**src/rtl/spi_fl_pkg.sv**
```systemverilog
// Shared constants, commtype encodings and sequencer state type for the SPI flash controller.
package spi_fl_pkg;

  localparam logic [7:0] FL_CMD_READ = 8'h03;
  localparam logic [7:0] FL_CMD_WREN = 8'h06;
  localparam logic [7:0] FL_CMD_PP   = 8'h02;
  localparam logic [7:0] FL_CMD_RDSR = 8'h05;

  localparam logic [2:0] CT_CMD     = 3'b000;
  localparam logic [2:0] CT_ADDR_RD = 3'b001;
  localparam logic [2:0] CT_ADDR_WR = 3'b010;
  localparam logic [2:0] CT_REG_RD  = 3'b011;

  typedef enum logic [3:0] {
    StIdle,
    StRdIss,
    StRdWt,
    StWenIss,
    StWenWt,
    StPpIss,
    StPpWt,
    StSrIss,
    StSrWt,
    StDone
  } state_e;

  function automatic logic [31:0] bswap32(input logic [31:0] w);
    return {w[7:0], w[15:8], w[23:16], w[31:24]};
  endfunction

endpackage

```
**src/rtl/spi_fl_issue.sv**
```systemverilog
// Handshake helper toward spi_master_fl: holds one command request, fires it when the
// master is ready and reports completion.
module spi_fl_issue (
  input  logic        clk,
  input  logic        rst_n,
  input  logic        load,
  input  logic [7:0]  command,
  input  logic [23:0] address,
  input  logic [31:0] data,
  input  logic [2:0]  commtype,
  input  logic        issue,
  input  logic        waiting,
  input  logic        fl_tready,
  input  logic        fl_validflag_out,
  output logic [7:0]  fl_command,
  output logic [23:0] fl_address,
  output logic [31:0] fl_data_in,
  output logic [2:0]  fl_commtype,
  output logic        fl_validflag,
  output logic        fire,
  output logic        done
);

  assign fire = issue & fl_tready;
  assign done = waiting & fl_validflag_out;

  // Request buses only change on load, so they stay stable through the wait phase.
  always_ff @(posedge clk or negedge rst_n) begin
    if (!rst_n) begin
      fl_command   <= '0;
      fl_address   <= '0;
      fl_data_in   <= '0;
      fl_commtype  <= '0;
      fl_validflag <= 1'b0;
    end else begin
      if (load) begin
        fl_command  <= command;
        fl_address  <= address;
        fl_data_in  <= data;
        fl_commtype <= commtype;
      end
      fl_validflag <= fire;
    end
  end

endmodule

```
**src/rtl/spi_fl_ctrl.sv**
```systemverilog
// Word-level bus to SPI flash command sequencer: READ for loads; WREN, PAGE PROGRAM and
// RDSR polling (with timeout) for stores.
module spi_fl_ctrl
  import spi_fl_pkg::*;
#(
  parameter logic [15:0] POLL_MAX  = 16'd50000,
  parameter bit          BYTE_SWAP = 1'b1
) (
  input  logic        clk,
  input  logic        rst_n,
  input  logic        valid,
  input  logic        we,
  input  logic [23:0] addr,
  input  logic [31:0] wdata,
  output logic        ready,
  output logic [31:0] rdata,
  output logic        err,
  output logic        busy,
  output logic [7:0]  fl_command,
  output logic [23:0] fl_address,
  output logic [31:0] fl_data_in,
  output logic [2:0]  fl_commtype,
  output logic        fl_validflag,
  input  logic        fl_tready,
  input  logic        fl_validflag_out,
  input  logic [31:0] fl_data_out
);

  state_e      state_q, state_d;
  logic [21:0] addr_q;
  logic [31:0] wdata_q;
  logic [31:0] rdata_q;
  logic        err_q;
  logic        busy_q;
  logic [15:0] poll_q;

  logic        load;
  logic [7:0]  ld_cmd;
  logic [23:0] ld_addr;
  logic [31:0] ld_data;
  logic [2:0]  ld_ct;
  logic        issue, waiting, fire, done;
  logic        poll_last;
  logic        unused_addr;

  assign unused_addr = ^addr[1:0];
  assign issue   = state_q inside {StRdIss, StWenIss, StPpIss, StSrIss};
  assign waiting = state_q inside {StRdWt, StWenWt, StPpWt, StSrWt};
  assign poll_last = (poll_q == POLL_MAX);

  always_comb begin
    state_d = state_q;
    unique case (state_q)
      StIdle:   if (valid) state_d = we ? StWenIss : StRdIss;
      StRdIss:  if (fire) state_d = StRdWt;
      StRdWt:   if (done) state_d = StDone;
      StWenIss: if (fire) state_d = StWenWt;
      StWenWt:  if (done) state_d = StPpIss;
      StPpIss:  if (fire) state_d = StPpWt;
      StPpWt:   if (done) state_d = StSrIss;
      StSrIss:  if (fire) state_d = StSrWt;
      StSrWt: begin
        if (done) state_d = (!fl_data_out[0] || poll_last) ? StDone : StSrIss;
      end
      StDone:   state_d = StIdle;
      default:  state_d = StIdle;
    endcase
  end

  // Command fields are loaded on entry to each issue state.
  always_comb begin
    load    = 1'b0;
    ld_cmd  = '0;
    ld_addr = '0;
    ld_data = '0;
    ld_ct   = CT_CMD;
    if (state_d != state_q) begin
      case (state_d)
        StRdIss: begin
          load    = 1'b1;
          ld_cmd  = FL_CMD_READ;
          ld_addr = {addr[23:2], 2'b00};
          ld_ct   = CT_ADDR_RD;
        end
        StWenIss: begin
          load   = 1'b1;
          ld_cmd = FL_CMD_WREN;
          ld_ct  = CT_CMD;
        end
        StPpIss: begin
          load    = 1'b1;
          ld_cmd  = FL_CMD_PP;
          ld_addr = {addr_q, 2'b00};
          ld_data = wdata_q;
          ld_ct   = CT_ADDR_WR;
        end
        StSrIss: begin
          load   = 1'b1;
          ld_cmd = FL_CMD_RDSR;
          ld_ct  = CT_REG_RD;
        end
        default: load = 1'b0;
      endcase
    end
  end

  spi_fl_issue u_issue (
    .clk              (clk),
    .rst_n            (rst_n),
    .load             (load),
    .command          (ld_cmd),
    .address          (ld_addr),
    .data             (ld_data),
    .commtype         (ld_ct),
    .issue            (issue),
    .waiting          (waiting),
    .fl_tready        (fl_tready),
    .fl_validflag_out (fl_validflag_out),
    .fl_command       (fl_command),
    .fl_address       (fl_address),
    .fl_data_in       (fl_data_in),
    .fl_commtype      (fl_commtype),
    .fl_validflag     (fl_validflag),
    .fire             (fire),
    .done             (done)
  );

  always_ff @(posedge clk or negedge rst_n) begin
    if (!rst_n) begin
      state_q <= StIdle;
      addr_q  <= '0;
      wdata_q <= '0;
      rdata_q <= '0;
      err_q   <= 1'b0;
      busy_q  <= 1'b0;
      poll_q  <= '0;
    end else begin
      state_q <= state_d;
      if (state_q == StIdle && valid) begin
        addr_q  <= addr[23:2];
        wdata_q <= BYTE_SWAP ? bswap32(wdata) : wdata;
        busy_q  <= 1'b1;
        err_q   <= 1'b0;
      end
      if (state_q == StSrIss && fire) poll_q <= poll_q + 16'd1;
      if (state_q == StRdWt && done) begin
        rdata_q <= BYTE_SWAP ? bswap32(fl_data_out) : fl_data_out;
      end
      if (state_q == StSrWt && done && fl_data_out[0] && poll_last) err_q <= 1'b1;
      if (state_q == StDone) begin
        busy_q <= 1'b0;
        poll_q <= '0;
      end
    end
  end

  assign ready = (state_q == StDone);
  assign rdata = rdata_q;
  assign err   = ready & err_q;
  assign busy  = busy_q;

endmodule

```
**config.mk**
```make
export PLATFORM = sky130hd
export DESIGN_NAME = spi_fl_ctrl
export DESIGN_NICKNAME = d
export VERILOG_FILES = /design/src/rtl/spi_fl_pkg.sv /design/src/rtl/spi_fl_issue.sv /design/src/rtl/spi_fl_ctrl.sv
export SDC_FILE = /design/constraint.sdc
export NUM_CORES = 1
export LEC_CHECK = 0
export CELL_PAD_IN_SITES_DETAIL_PLACEMENT = 2
export CELL_PAD_IN_SITES_GLOBAL_PLACEMENT = 2
export CORE_UTILIZATION = 34
export DETAILED_ROUTE_END_ITERATION = 10
export PLACE_DENSITY_LB_ADDON = 0.1
export REMOVE_ABC_BUFFERS = 1
export SETUP_SLACK_MARGIN = 0.5
export SLEW_MARGIN = 0
export SYNTH_ARGS = -nofsm -noshare
export SYNTH_HDL_FRONTEND = slang
export SYNTH_SLANG_ARGS = --single-unit
```
**constraint.sdc**
```tcl
create_clock -name clk -period 3.4 [get_ports clk]
set_input_delay 0.68 -clock clk [delete_from_list [all_inputs] [get_ports clk]]
set_output_delay 0.68 -clock clk [all_outputs]
set_load 0.01 [all_outputs]
```
==> metrics.csv <==
metric,value,unit
"most common cell after layout, fill and taps aside",clkdlybuf4s50_1,
Synth async-reset ratio,100.0,%
power per cell area,925.8,nW/µm²
Leakage,0.004080,µW
"commonest cells after routing, fill and taps aside","clkdlybuf4s50_1, dfrtp_1, mux2_2",
Hold WC Path Type,primary input to asynchronous set/reset pin,
Final period util,82.72,%
hold_buf cts,0,
status,"complete, no violations",
Slew headroom,45.19,%
post-layout util,48.73,%
Initial Util,35.11,%
H-tree Lvls,4,
"Critical Path, Cell by Cell",nor4bb_2 -> clkdlybuf4s50_1,
pin count of the biggest net entering global routing,72,
clock skew,0.01104,ns
ANT cells,0,
critical path type,register to output port,
layout cell share with drive strength beyond 1,20.05,%
initial drt markers,188,
routed len/inst,20.72,µm
initial antenna violation count,0,
Post-CTS Repair Setup Buffers,0,
Most used DFF post-synth,dfrtp_1,
IO Port Bufs,186,
Final ANT Viol Nets,0,
DR vias,5287,
die height,147.2,µm
Worst Path Max Fanout,12,
Final Max Tran Viols,0,
hpwl dp,14.10,mm
Crit path largest cell delay,0.64,ns
synth unique cells,45,
Peak VDD IR,458.4,µV
Final min period,2.813,ns
sequential area share after synthesis,58.62,%
CTS tree,yes,
Die Wd,147.2,µm
routability cong.,0.7402,
final setup violating endpoints,0,
crit path DAT,2.13,ns
Nets,858,
cell count after placement,1013,
Remaining DRCs,0,
Core Box Area,20430,µm²
Ys Warns,0,
Clock Latency Late Sink,0.43,ns
# rows,52,
vias in the first global route,6194,
total congestion overflow,0,
CP Capture Type,output port,
WL final,21.61,mm
Resized cells post-CTS,0,
I/O Pins,197,
Mapped Cells,583,
Setup crit start kind,register,
maxcap violations,0,
1st-pass router iterations,6,
Layout Cells excl Fill,1043,
Syn-to-layout area delta,38.80,%
"Hold Vio Cnt, Final",0,
worst slew pin tran,0.8221,ns
Vias per Instance,5.069,
Clock Pin Slew Worst Setup and Hold Paths,0.07,ns
WP data required,2.72,ns
Setup TNS,0,ns
RSZ-0062 raised after global routing,no,
Post-synth EDFFs,0,
syn avg cell area,12.30,µm²
Clock Sinks,168,
FMAX,355.5,MHz
Die ar.,21680,µm²
critical path's slowest cell,dfrtp_1,
total track usage,21.06,%
CTS Buf Count,17,
Syn Std Cell Area,7172,µm²
Clock Path Buffers,2,
Root Buffer,clkbuf_16,
Yosys reg bits,168,
first-pass GRT wire length,35.15,mm
==> flip-flops by register name, indices dropped and copies added, names as in the netlist <==
signal	count
poll_q	16
wdata_q	32
u_issue.fl_validflag	1
err_q	1
addr_q	22
u_issue.fl_address	22
busy	1
rdata	32
u_issue.fl_data_in	32
u_issue.fl_command	3
state_q	4
u_issue.fl_commtype	2
==> metrics by stage <==
stage | area, µm² | power (µW) | setup WS (ns) | hold WS, ns
2_1_floorplan | 6947 | 5204 | -1.004 | 0.3844
3_3_place_gp | 9324 | 6975 | 0.2936 | 0.4758
3_5_place_dp | 9324 | 7198 | 0.2236 | 0.4961
4_1_cts | 9953 | 9383 | 0.5737 | 0.2820
5_1_grt | 9955 | 9778 | 0.5173 | 0.2991
6_report | 9955 | 9216 | 0.5874 | 0.2670
==> final timing paths <==
kind	cells after the start	end	slack [ns]	startpoint
setup / recovery	2	ready	0.59	state_q[3]
hold / removal	1	poll_q[14]	0.27	rst_n
setup reg to reg	5	u_issue.fl_commtype[0]	0.77	poll_q[2]
hold reg to reg	2	busy	0.51	busy
max in group asynchronous	2	rdata[4]	2.25	rst_n
min in group clk	2	busy	0.51	busy
==> power by group <==
| group | switching [µW] | total (µW) | internal [µW] |
|---|---|---|---|
| combinational | 1800 | 3740 | 1940 |
| clock | 844 | 2100 | 1260 |
| sequential | 528 | 3370 | 2850 |
==> area by class of cell <==
class | instances | area, µm²
fill | 2010 | 10480
sequential | 168 | 4205
multi-input combinational | 365 | 2744
timing repair buffer | 202 | 2008
clock buffer | 18 | 439.2
tap | 270 | 337.8
clock inverter | 12 | 190.2
inverter | 8 | 30.03
==> cells in the mapped netlist, types with 2 or more instances <==
master    instances  area share (%)
o22ai_1           2            0.17
and4b_1           2            0.28
nor4_1            5            0.44
or3_1             3            0.26
xor2_1            5            0.61
nand4_1           4            0.35
ha_1              2            0.35
o21ai_0          83             5.8
and3b_1           2            0.24
nor2_1           17            0.89
nor4bb_1          2            0.28
nand3_1           7            0.49
buf_4             8            0.84
nand2_1          39             2.0
mux2i_1          23             3.2
nor2b_1           3            0.26
o31ai_1          16             1.7
mux2_1            2            0.31
inv_1             8            0.42
xnor2_1           9             1.1
buf_1             2            0.10
a21oi_1           6            0.42
nand2b_1          4            0.35
and3_1            2            0.17
nor4b_1           2            0.24
clkbuf_1         19            0.99
nor3_1            4            0.28
buf_2            18             1.3
o21ai_1           6            0.42
buf_6             2            0.31
dfrtp_1         168              59
o31ai_2           7             1.2
mux2_2           89              14
==> worst max-delay path: cells and delay by family (launching register included) <==
kind                   cells  cell delay [ns]
buffers and inverters      1             0.61
DFF                        1             0.64
and+or+nand+nor            1             0.45
==> routing by layer <==
layer	global-route usage (%)	vias to the layer above	routed length, µm
li1	-	2392	-
met1	25.01	2734	8878
met2	36.72	131	11340
met3	5.062	30	957
met4	8.041	0	430
met5	0	-	0
==> cells by family after synthesis <==
kind of cell               Yosys count  share of synthesized area (%)
xor gates and xnor gates            14                          1.710
buffers and inverters               57                          3.925
other                                1                        0.05229
DFF                                168                          58.62
AOI/OAI and AO/OA                  125                          10.38
and+or+nand+nor                    102                          7.467
adders and majority gates            2                         0.3489
muxes                              114                          17.50
(Power assumes the default switching activity.)
